==> src/rtl/video_stream_pkg.sv <==
// Shared types for the 12-bit RGB444 Avalon-ST video stream used by the
// frame source and the filter chain.
package video_stream_pkg;

    localparam int PIX_W      = 12;
    localparam int IMG_WIDTH  = 320;
    localparam int IMG_HEIGHT = 240;
    localparam int FRAME_LEN  = IMG_WIDTH * IMG_HEIGHT;

    typedef logic [PIX_W-1:0] pixel_t;

    typedef struct packed {
        pixel_t data;
        logic   sop;
        logic   eop;
    } stream_beat_t;

    typedef enum logic [1:0] {
        FSS_IDLE,
        FSS_STREAM,
        FSS_DRAIN
    } fss_state_e;

endpackage

==> src/rtl/stream_fifo.sv <==
// Synchronous first-word-fall-through FIFO of stream beats. The head entry is
// visible on dout whenever the FIFO is not empty.
module stream_fifo
    import video_stream_pkg::*;
#(
    parameter int DEPTH = 4
) (
    input  logic                       clk,
    input  logic                       rst_n,
    input  logic                       push,
    input  stream_beat_t               din,
    input  logic                       pop,
    output stream_beat_t               dout,
    output logic [$clog2(DEPTH):0]     count,
    output logic                       full,
    output logic                       empty
);

    localparam int AW = $clog2(DEPTH);
    localparam int CW = AW + 1;

    stream_beat_t    mem_q [DEPTH];
    stream_beat_t    mem_d [DEPTH];
    logic [AW-1:0]   wr_ptr_q, wr_ptr_d;
    logic [AW-1:0]   rd_ptr_q, rd_ptr_d;
    logic [CW-1:0]   count_q, count_d;
    logic            do_push, do_pop;

    assign full    = (count_q == CW'(DEPTH));
    assign empty   = (count_q == '0);
    assign do_pop  = pop && !empty;
    // A push into a full FIFO is accepted only when the head leaves in the same cycle.
    assign do_push = push && (!full || do_pop);
    assign dout    = mem_q[rd_ptr_q];
    assign count   = count_q;

    always_comb begin
        mem_d    = mem_q;
        wr_ptr_d = wr_ptr_q;
        rd_ptr_d = rd_ptr_q;
        count_d  = count_q;
        if (do_push) begin
            mem_d[wr_ptr_q] = din;
            wr_ptr_d        = wr_ptr_q + 1'b1;
        end
        if (do_pop) begin
            rd_ptr_d = rd_ptr_q + 1'b1;
        end
        case ({do_push, do_pop})
            2'b10:   count_d = count_q + 1'b1;
            2'b01:   count_d = count_q - 1'b1;
            default: count_d = count_q;
        endcase
    end

    always_ff @(posedge clk or negedge rst_n) begin
        if (!rst_n) begin
            for (int i = 0; i < DEPTH; i++) begin
                mem_q[i] <= '0;
            end
            wr_ptr_q <= '0;
            rd_ptr_q <= '0;
            count_q  <= '0;
        end else begin
            mem_q    <= mem_d;
            wr_ptr_q <= wr_ptr_d;
            rd_ptr_q <= rd_ptr_d;
            count_q  <= count_d;
        end
    end

endmodule

==> src/rtl/frame_stream_source.sv <==
// Reads one frame from the frame buffer in raster order on a start pulse and
// emits it as a single Avalon-ST packet (sop on pixel 0, eop on the last pixel).
module frame_stream_source #(
    parameter int IMG_WIDTH  = video_stream_pkg::IMG_WIDTH,
    parameter int IMG_HEIGHT = video_stream_pkg::IMG_HEIGHT,
    parameter int PIX_W      = video_stream_pkg::PIX_W,
    parameter int ADDR_W     = 17,
    parameter int FIFO_DEPTH = 4
) (
    input  logic              clk,
    input  logic              rst_n,
    input  logic              start,
    output logic              busy,
    output logic              frame_done,
    output logic              rd_en,
    output logic [ADDR_W-1:0] rd_addr,
    input  logic [PIX_W-1:0]  rd_data,
    input  logic              ready_in,
    output logic              valid_out,
    output logic              startofpacket_out,
    output logic              endofpacket_out,
    output logic [PIX_W-1:0]  data_out
);

    import video_stream_pkg::*;

    localparam int                LEN       = IMG_WIDTH * IMG_HEIGHT;
    localparam int                CW        = $clog2(FIFO_DEPTH) + 1;
    localparam logic [ADDR_W-1:0] LAST_ADDR = ADDR_W'(LEN - 1);

    fss_state_e        state_q, state_d;
    logic              busy_q, busy_d;
    logic              done_q, done_d;
    logic [ADDR_W-1:0] addr_q, addr_d;
    logic              inflight_q, inflight_d;
    logic              sop_pend_q, sop_pend_d;
    logic              eop_pend_q, eop_pend_d;

    stream_beat_t      push_beat, head;
    logic [CW-1:0]     fifo_count;
    logic              fifo_full, fifo_empty, pop;
    logic [CW:0]       occupancy;

    // Entries already stored plus the read whose data arrives next cycle;
    // bounding this by the depth is what makes overflow impossible.
    assign occupancy = {1'b0, fifo_count} + (CW + 1)'(inflight_q);
    assign rd_en     = (state_q == FSS_STREAM) && !fifo_full
                       && (occupancy < (CW + 1)'(FIFO_DEPTH));
    assign pop       = !fifo_empty && ready_in;
    assign push_beat = '{data: rd_data, sop: sop_pend_q, eop: eop_pend_q};

    always_comb begin
        state_d    = state_q;
        busy_d     = busy_q;
        done_d     = 1'b0;
        addr_d     = addr_q;
        inflight_d = rd_en;
        sop_pend_d = sop_pend_q;
        eop_pend_d = eop_pend_q;
        if (rd_en) begin
            sop_pend_d = (addr_q == '0);
            eop_pend_d = (addr_q == LAST_ADDR);
            addr_d     = addr_q + 1'b1;
        end
        case (state_q)
            FSS_IDLE: begin
                if (start) begin
                    state_d = FSS_STREAM;
                    busy_d  = 1'b1;
                    addr_d  = '0;
                end
            end
            FSS_STREAM: begin
                if (rd_en && (addr_q == LAST_ADDR)) begin
                    state_d = FSS_DRAIN;
                end
            end
            FSS_DRAIN: begin
                if (pop && head.eop) begin
                    state_d = FSS_IDLE;
                    busy_d  = 1'b0;
                    done_d  = 1'b1;
                end
            end
            default: state_d = FSS_IDLE;
        endcase
    end

    always_ff @(posedge clk or negedge rst_n) begin
        if (!rst_n) begin
            state_q    <= FSS_IDLE;
            busy_q     <= 1'b0;
            done_q     <= 1'b0;
            addr_q     <= '0;
            inflight_q <= 1'b0;
            sop_pend_q <= 1'b0;
            eop_pend_q <= 1'b0;
        end else begin
            state_q    <= state_d;
            busy_q     <= busy_d;
            done_q     <= done_d;
            addr_q     <= addr_d;
            inflight_q <= inflight_d;
            sop_pend_q <= sop_pend_d;
            eop_pend_q <= eop_pend_d;
        end
    end

    stream_fifo #(
        .DEPTH (FIFO_DEPTH)
    ) u_fifo (
        .clk   (clk),
        .rst_n (rst_n),
        .push  (inflight_q),
        .din   (push_beat),
        .pop   (pop),
        .dout  (head),
        .count (fifo_count),
        .full  (fifo_full),
        .empty (fifo_empty)
    );

    assign busy              = busy_q;
    assign frame_done        = done_q;
    assign rd_addr           = addr_q;
    assign valid_out         = !fifo_empty;
    assign startofpacket_out = head.sop;
    assign endofpacket_out   = head.eop;
    assign data_out          = head.data;

endmodule

==> config.mk <==
export PLATFORM = sky130hd
export DESIGN_NAME = frame_stream_source
export DESIGN_NICKNAME = d
export VERILOG_FILES = /design/src/rtl/video_stream_pkg.sv /design/src/rtl/stream_fifo.sv /design/src/rtl/frame_stream_source.sv
export SDC_FILE = /design/constraint.sdc
export NUM_CORES = 1
export LEC_CHECK = 0
export CAP_MARGIN = 20
export CORE_MARGIN = 4
export CORE_UTILIZATION = 45
export CTS_CLUSTER_DIAMETER = 80
export DETAILED_ROUTE_END_ITERATION = 8
export PLACE_DENSITY = 0.67
export SLEW_MARGIN = 0
export SYNTH_ARGS = -nofsm -noshare
export SYNTH_HDL_FRONTEND = slang
export SYNTH_HIERARCHICAL = 1
export SYNTH_SLANG_ARGS = --single-unit
==> constraint.sdc <==
create_clock -name clk -period 2.9 [get_ports clk]
set_input_delay 0.58 -clock clk [delete_from_list [all_inputs] [get_ports clk]]
set_output_delay 0.58 -clock clk [all_outputs]
set_load 0.005 [all_outputs]
* After elaboration in Yosys (flattened, before gate mapping) *
Cells that the tools add are included.
Widths: inputs -> output; s select.

word-level totals
  bits of input ports = 16
  logic and storage cells = 80
  register bits after elaboration = 87
  output and inout port bits = 35

cells by class
  reduce and logical (&&, ||, !) cells = 18
  eq/ne operators = 9
  bitwise operators = 2
  multiplexer cells = 19
  $add $sub $neg = 6
  order comparisons = 4

operator list
  kind                   count
  $bwmux 56              1
  $mux 17                3
  $mux 14                3
  $bmux 14 s2            1
  $demux 14 s2           1
  $add 17x1->17 const B  1
  $eq 17x17->1 const B   1
  $logic_not 17->1       1
  $logic_and 1x1->1      8
  $ge 3x3->1 const B     2
  $mux 2                 3
  $not 2->3              2
  $pmux 2 s3             1
  $pmux 3 s2             1
  $reduce_and 3->1       2
  $add 2x1->2 const B    2
  $add 3x1->4            1
  $eq 2x1->1 const B     2
  $eq 2x2->1 const B     2
  $lt 4x3->1 const B     1
  $mux 1                 4
  $ne 2x2->1 const B     2
  $reduce_bool 2->1      2
  $add 3x1->3 const B    1
  9 further kinds        10

* Longest topological paths before layout *
  depth in word-level cells = 8
  depth in mapped cells = 10
  mapped depth without buffers = 10

* Modules after synthesis *
Netlist, hierarchy kept.

by module, submodules not included
  module               times used  area each (um^2)  sequential area each (um^2)  cells each
  stream_fifo          1           2846.5            1576.5                       174
  frame_stream_source  1           1251.2            600.6                        130

* Worst setup path after synthesis *
Ideal clock, no wire load.

  kind = register to register
  start = register u_fifo.count_q[0] (netlist: u_fifo/count[0])
  end = register u_fifo.count_q[2] (netlist: u_fifo/count[2])
  library setup time = 79 ps
  arrival time = 2247 ps
  data required time = 2821 ps
  cell stages (with the launch flop) = 11
  period minus slack after synthesis = 2326 ps
  slack = 574 ps
  path through = dfrtp_1 > nor3_1 > nor2b_1 > nor4b_4 > nand2b_1 > ha_1 > inv_1 > fa_1 > xor2_1 > nor2_1 > xor2_1

between the ends
  word-level cells in the longest chain between the ends = 8
  elaborated cells on any way between the ends = 14
  those cells by class = 2 x add/sub; 3 x eq/ne; 1 x mux; 8 x reduce/logical

ends and longest elaborated chain
  element                                                 RTL line                   text
  from (decl)                                             stream_fifo.sv:26          logic [CW-1:0] count_q, count_d;
  from (signal assigned)                                  stream_fifo.sv:68          count_q <= count_d;
  $logic_not 3->1 (*)                                     stream_fifo.sv:30          assign empty = (count_q == '0);
  via fifo_empty                                          frame_stream_source.sv:41  logic fifo_full, fifo_empty, pop;
  $logic_not 1->1 (*)                                     frame_stream_source.sv:49  assign pop = !fifo_empty && ready_in;
  $logic_and 1x1->1 (*)                                   frame_stream_source.sv:49
  via pop                                                 frame_stream_source.sv:41
  $logic_and 1x1->1 (*)                                   stream_fifo.sv:31          assign do_pop = pop && !empty;
  $logic_or 1x1->1                                        stream_fifo.sv:33          assign do_push = push && (!full || do_pop);
  $logic_and 1x1->1                                       stream_fifo.sv:33
  $eq 2x1->1 / $eq 2x2->1 (equally long branches)         stream_fifo.sv:49          case ({do_push, do_pop})
  $pmux 3 s2 / $reduce_bool 2->1 (equally long branches)  n/a

The timed path passes the listed nets; every way through them passes the cells marked *.
A chain may end at the register's enable or synchronous reset.

* Worst setup path after layout *
  start = register u_fifo.rd_ptr_q[0]
  end = output data_out[7]

between the ends
  word-level cells in the longest chain between the ends = 4

ends and longest elaborated chain
  element                                      RTL line                   text
  from (decl)                                  stream_fifo.sv:25          logic [AW-1:0] rd_ptr_q, rd_ptr_d;
  from (signal assigned)                       stream_fifo.sv:67          rd_ptr_q <= rd_ptr_d;
  $not 2->3 (implied by the code)              stream_fifo.sv:34          assign dout = mem_q[rd_ptr_q];
  $bmux 14 s2                                  stream_fifo.sv:34
  $mux 14 (implied by the code) (2 in series)  stream_fifo.sv:34
  to (decl)                                    frame_stream_source.sv:22  output logic [PIX_W-1:0] data_out

No other way between the ends. The select of a mux whose other input is x is not followed.

==> results.md <==
- Die Height: 103 µm
- Setup TNS: 0 ns
- Number of enable-type register cells in the synthesized netlist: 0
- GR Util met2: 25.9%
- Worst-case vdd ir drop: 0.415 mV
- Proportion of synthesized flip-flops having asynchronous set or reset: 100%
- Final antenna-violating net count: 0
- Cell types occupying the most area after synthesis: dfrtp_1, mux2_2, mux4_2
- Root Buffer: clkbuf_8
- Design area: 4920 µm²
- Number of vias per cell: 5.56
- Path type of the worst setup path: register to output pin
- Leakage: 2.08 nW
- Post-route fraction of the period consumed by the critical path: 94.1%
- Number of storage elements in the synthesis netlist: 87
- Vias in the first global route: 2750
- Die outline area: 10700 µm²
- Fill count: 778
- Wire length of the first global-routing pass: 13400 µm
- TritonCTS clock tree: yes
- Number of antenna violations at the first check in global routing: 0
- Post-route worst hold slack: 0.222 ns
- Share of final-layout standard cells stronger than drive strength 1: 27.9%
- Die X: 103 µm
- Placed cells: 462
- Total Routing Usage GR: 16.3%
- Netlist cell types: 38
- Total inserted antenna cells: 0
- Max transition margin: 58.4%
- MaxCap Viol Count: 0
- Setup violations, final: 0
- Met3 track demand over resource: 3.69%
- Final RePlAce weighted congestion: 0.802
- Final HPWL DP: 5390 µm
- Required time of the worst setup path: 2.32 ns
- Starting utilization of the core area: 46.5%
- Top cells by instance count after synthesis: dfrtp_1, mux2_2, nand2_1, mux4_2, nor2_1
- Most congested layer reported by global routing: met2
- Total congestion overflow after global routing: 0
- Clock tree sinks: 87
- Detailed Route WL: 7980 µm
- Placement Rows: 34
- R2r endpoint: u_fifo/count[2]
- Ys flop type: dfrtp_1
- Cell taking the most area after synthesis: dfrtp_1
- Unrepaired setup endpoints after global routing: no
- Nets in the synthesized netlist: 328
- Worst hold-check path type: input port to asynchronous set/reset pin
- Transition at the pin with the smallest max-transition slack: 0.623 ns
- Worst EP arrival: 2.15 ns
- Max Freq: 367 MHz
- Top cell type's share of synthesized area: 53.1%
- Post-synth design cell area: 4100 µm²
- FF-to-FF setup slack: 0.32 ns
- Final clock skew: 0.00555 ns
- I/O pin total: 51
- Time the final worst path needs with I/O delays and setup: 2.73 ns
- Multi-input logic area: 1790 µm²
- Layout Area Growth over Synthesis: 20.2%
- Final number of max-transition violations: 0
- Number of setup buffers added after CTS: 0
- Endpoint class of the critical path: output pin
- DRT Pass-1 Iters: 4
- DR DRC count: 0
- Met1 Use GR: 22.2%
- Average wire length per cell after detail routing: 16.7 µm
- Iter 0 DRT Violations: 57
- Share of the core filled with cells: 55.9%
- Count leader, synth: dfrtp_1
- Total clock buffers created by CTS: 9
- Pwr per Cell Area: 1010 nW/µm²
- Sequential cell area: 2180 µm²
- Pin count of the biggest net entering global routing: 46
- Number of cells on the worst reg-to-reg path: 10
- Dpl cell area: 4740 µm²
- Vias after detailed routing: 2652
- Post-CTS resize count: 0
- Skew-Pair Late Insertion Delay: 0.35 ns
- Placeable core area: 8810 µm²
- Number of standard cells after synthesis: 304
- Part of the Yosys area used for sequential elements: 53.1%
- Startpoint of the worst register-to-register path: u_fifo/count[1]
- Clock Pin Slew Worst Setup and Hold Paths: 0.08 ns
- Worst setup SP type: register
- Count of endpoints failing hold in the final timing report: 0
- Synth Warn #: 6
- Largest fanout on the critical path: 7
- Post-CTS Hold Buffers: 0
- Count of buffers from port buffering: 50
- Number of nets in the layout: 389
- CTS Buffer Depth: 2
- Average cell area after synthesis: 13.5 µm²
- Final Instance Count excl. Fillers: 477
- H-tree Lvls: 3
- Status: finished clean
[flip-flops by register name, summed over array words and instances, names as in the netlist]
name / cells
u_fifo/mem_q: 56
state_q: 2
u_fifo/count: 3
rd_addr: 17
inflight_q: 1
eop_pend_q: 1
busy: 1
u_fifo/wr_ptr_q: 2
u_fifo/rd_ptr_q: 2
frame_done: 1
sop_pend_q: 1
[per-layer routing]
metal | part of all wire (%) | routed length [µm] | vias up
met4 | 1.3 | 106 | 0
met5 | 0 | 0 | -
met2 | 48 | 3830 | 57
li1 | - | - | 1226
met1 | 47 | 3720 | 1360
met3 | 4.0 | 320 | 9
[kinds of logic (layout without fill, tap and decap cells)]
group / count (synthesis) / in the layout / synth area share [%]
DFF: 87 / 87 / 53.1
and+or+nand+nor: 77 / 77 / 11.2
muxes: 72 / 72 / 23.6
AOI/OAI and AO/OA: 24 / 24 / 3.48
buffers and inverters: 23 / 88 / 3.14
xor gates and xnor gates: 13 / 13 / 2.78
adders and majority gates: 8 / 8 / 2.63
[layout by cell type (no fill, tap or decap), types with 2 or more instances in the layout]
master | Yosys | routed
dfrtp_1 | 87 | 87
mux2_2 | 57 | 57
clkdlybuf4s50_1 | 0 | 49
nand2_1 | 16 | 16
mux4_2 | 14 | 14
nor2_1 | 13 | 13
inv_1 | 12 | 12
clkbuf_8 | 1 | 12
buf_4 | 0 | 11
nand4_1 | 10 | 10
a21oi_1 | 9 | 9
xor2_1 | 9 | 9
o21ai_0 | 7 | 7
ha_1 | 7 | 7
nand3_1 | 6 | 6
or4_1 | 5 | 5
and4_1 | 4 | 4
o31ai_1 | 4 | 4
and2_1 | 4 | 4
xnor2_1 | 4 | 4
nor4_1 | 4 | 4
and3_1 | 3 | 3
or3_1 | 3 | 3
nor4b_4 | 2 | 2
clkinv_2 | 0 | 2
[critical path, cell delays in order, from the launching register on]
cell	delay [ns]
dfrtp_1	0.56
buf_4	0.26
mux4_2	0.53
clkdlybuf4s50_1	0.46
[cell type report]
type | count | area share [%]
repair buffers | 61 | 12.0
clock inverters | 3 | 0.356
clock buffers | 12 | 3.35
inverters | 12 | 0.915
multi-input cells | 194 | 36.4
well taps | 108 | 2.74
flip-flops and latches | 87 | 44.2
[report_power, final]
part | internal, W | switching (W) | total, W
Clock | 0.000374 | 0.000402 | 0.000776
Combinational | 0.00137 | 0.000797 | 0.00217
Sequential | 0.00169 | 0.000342 | 0.00203
[worst max path at each step]
stage / start / to / slack [ns]
2_1_floorplan: u_fifo/count[0] / u_fifo/count[2] / 0.57
3_3_place_gp: ready_in / u_fifo/count[2] / 0.13
3_5_place_dp: ready_in / u_fifo/count[2] / 0.06
4_1_cts: u_fifo/rd_ptr_q[0] / startofpacket_out / 0.12
5_1_grt: u_fifo/rd_ptr_q[0] / data_out[8] / 0.05
6_report: u_fifo/rd_ptr_q[0] / data_out[7] / 0.17
[stage by stage]
| step | total power [W] | worst slack [ns] |
|---|---|---|
| finish | 0.00497 | 0.172 |
| global route | 0.00535 | 0.0472 |
| CTS | 0.00505 | 0.124 |
| detailed placement | 0.00425 | 0.0642 |
| global placement | 0.00419 | 0.127 |
| floorplan | 0.00338 | 0.574 |
(Power assumes the default switching activity.)
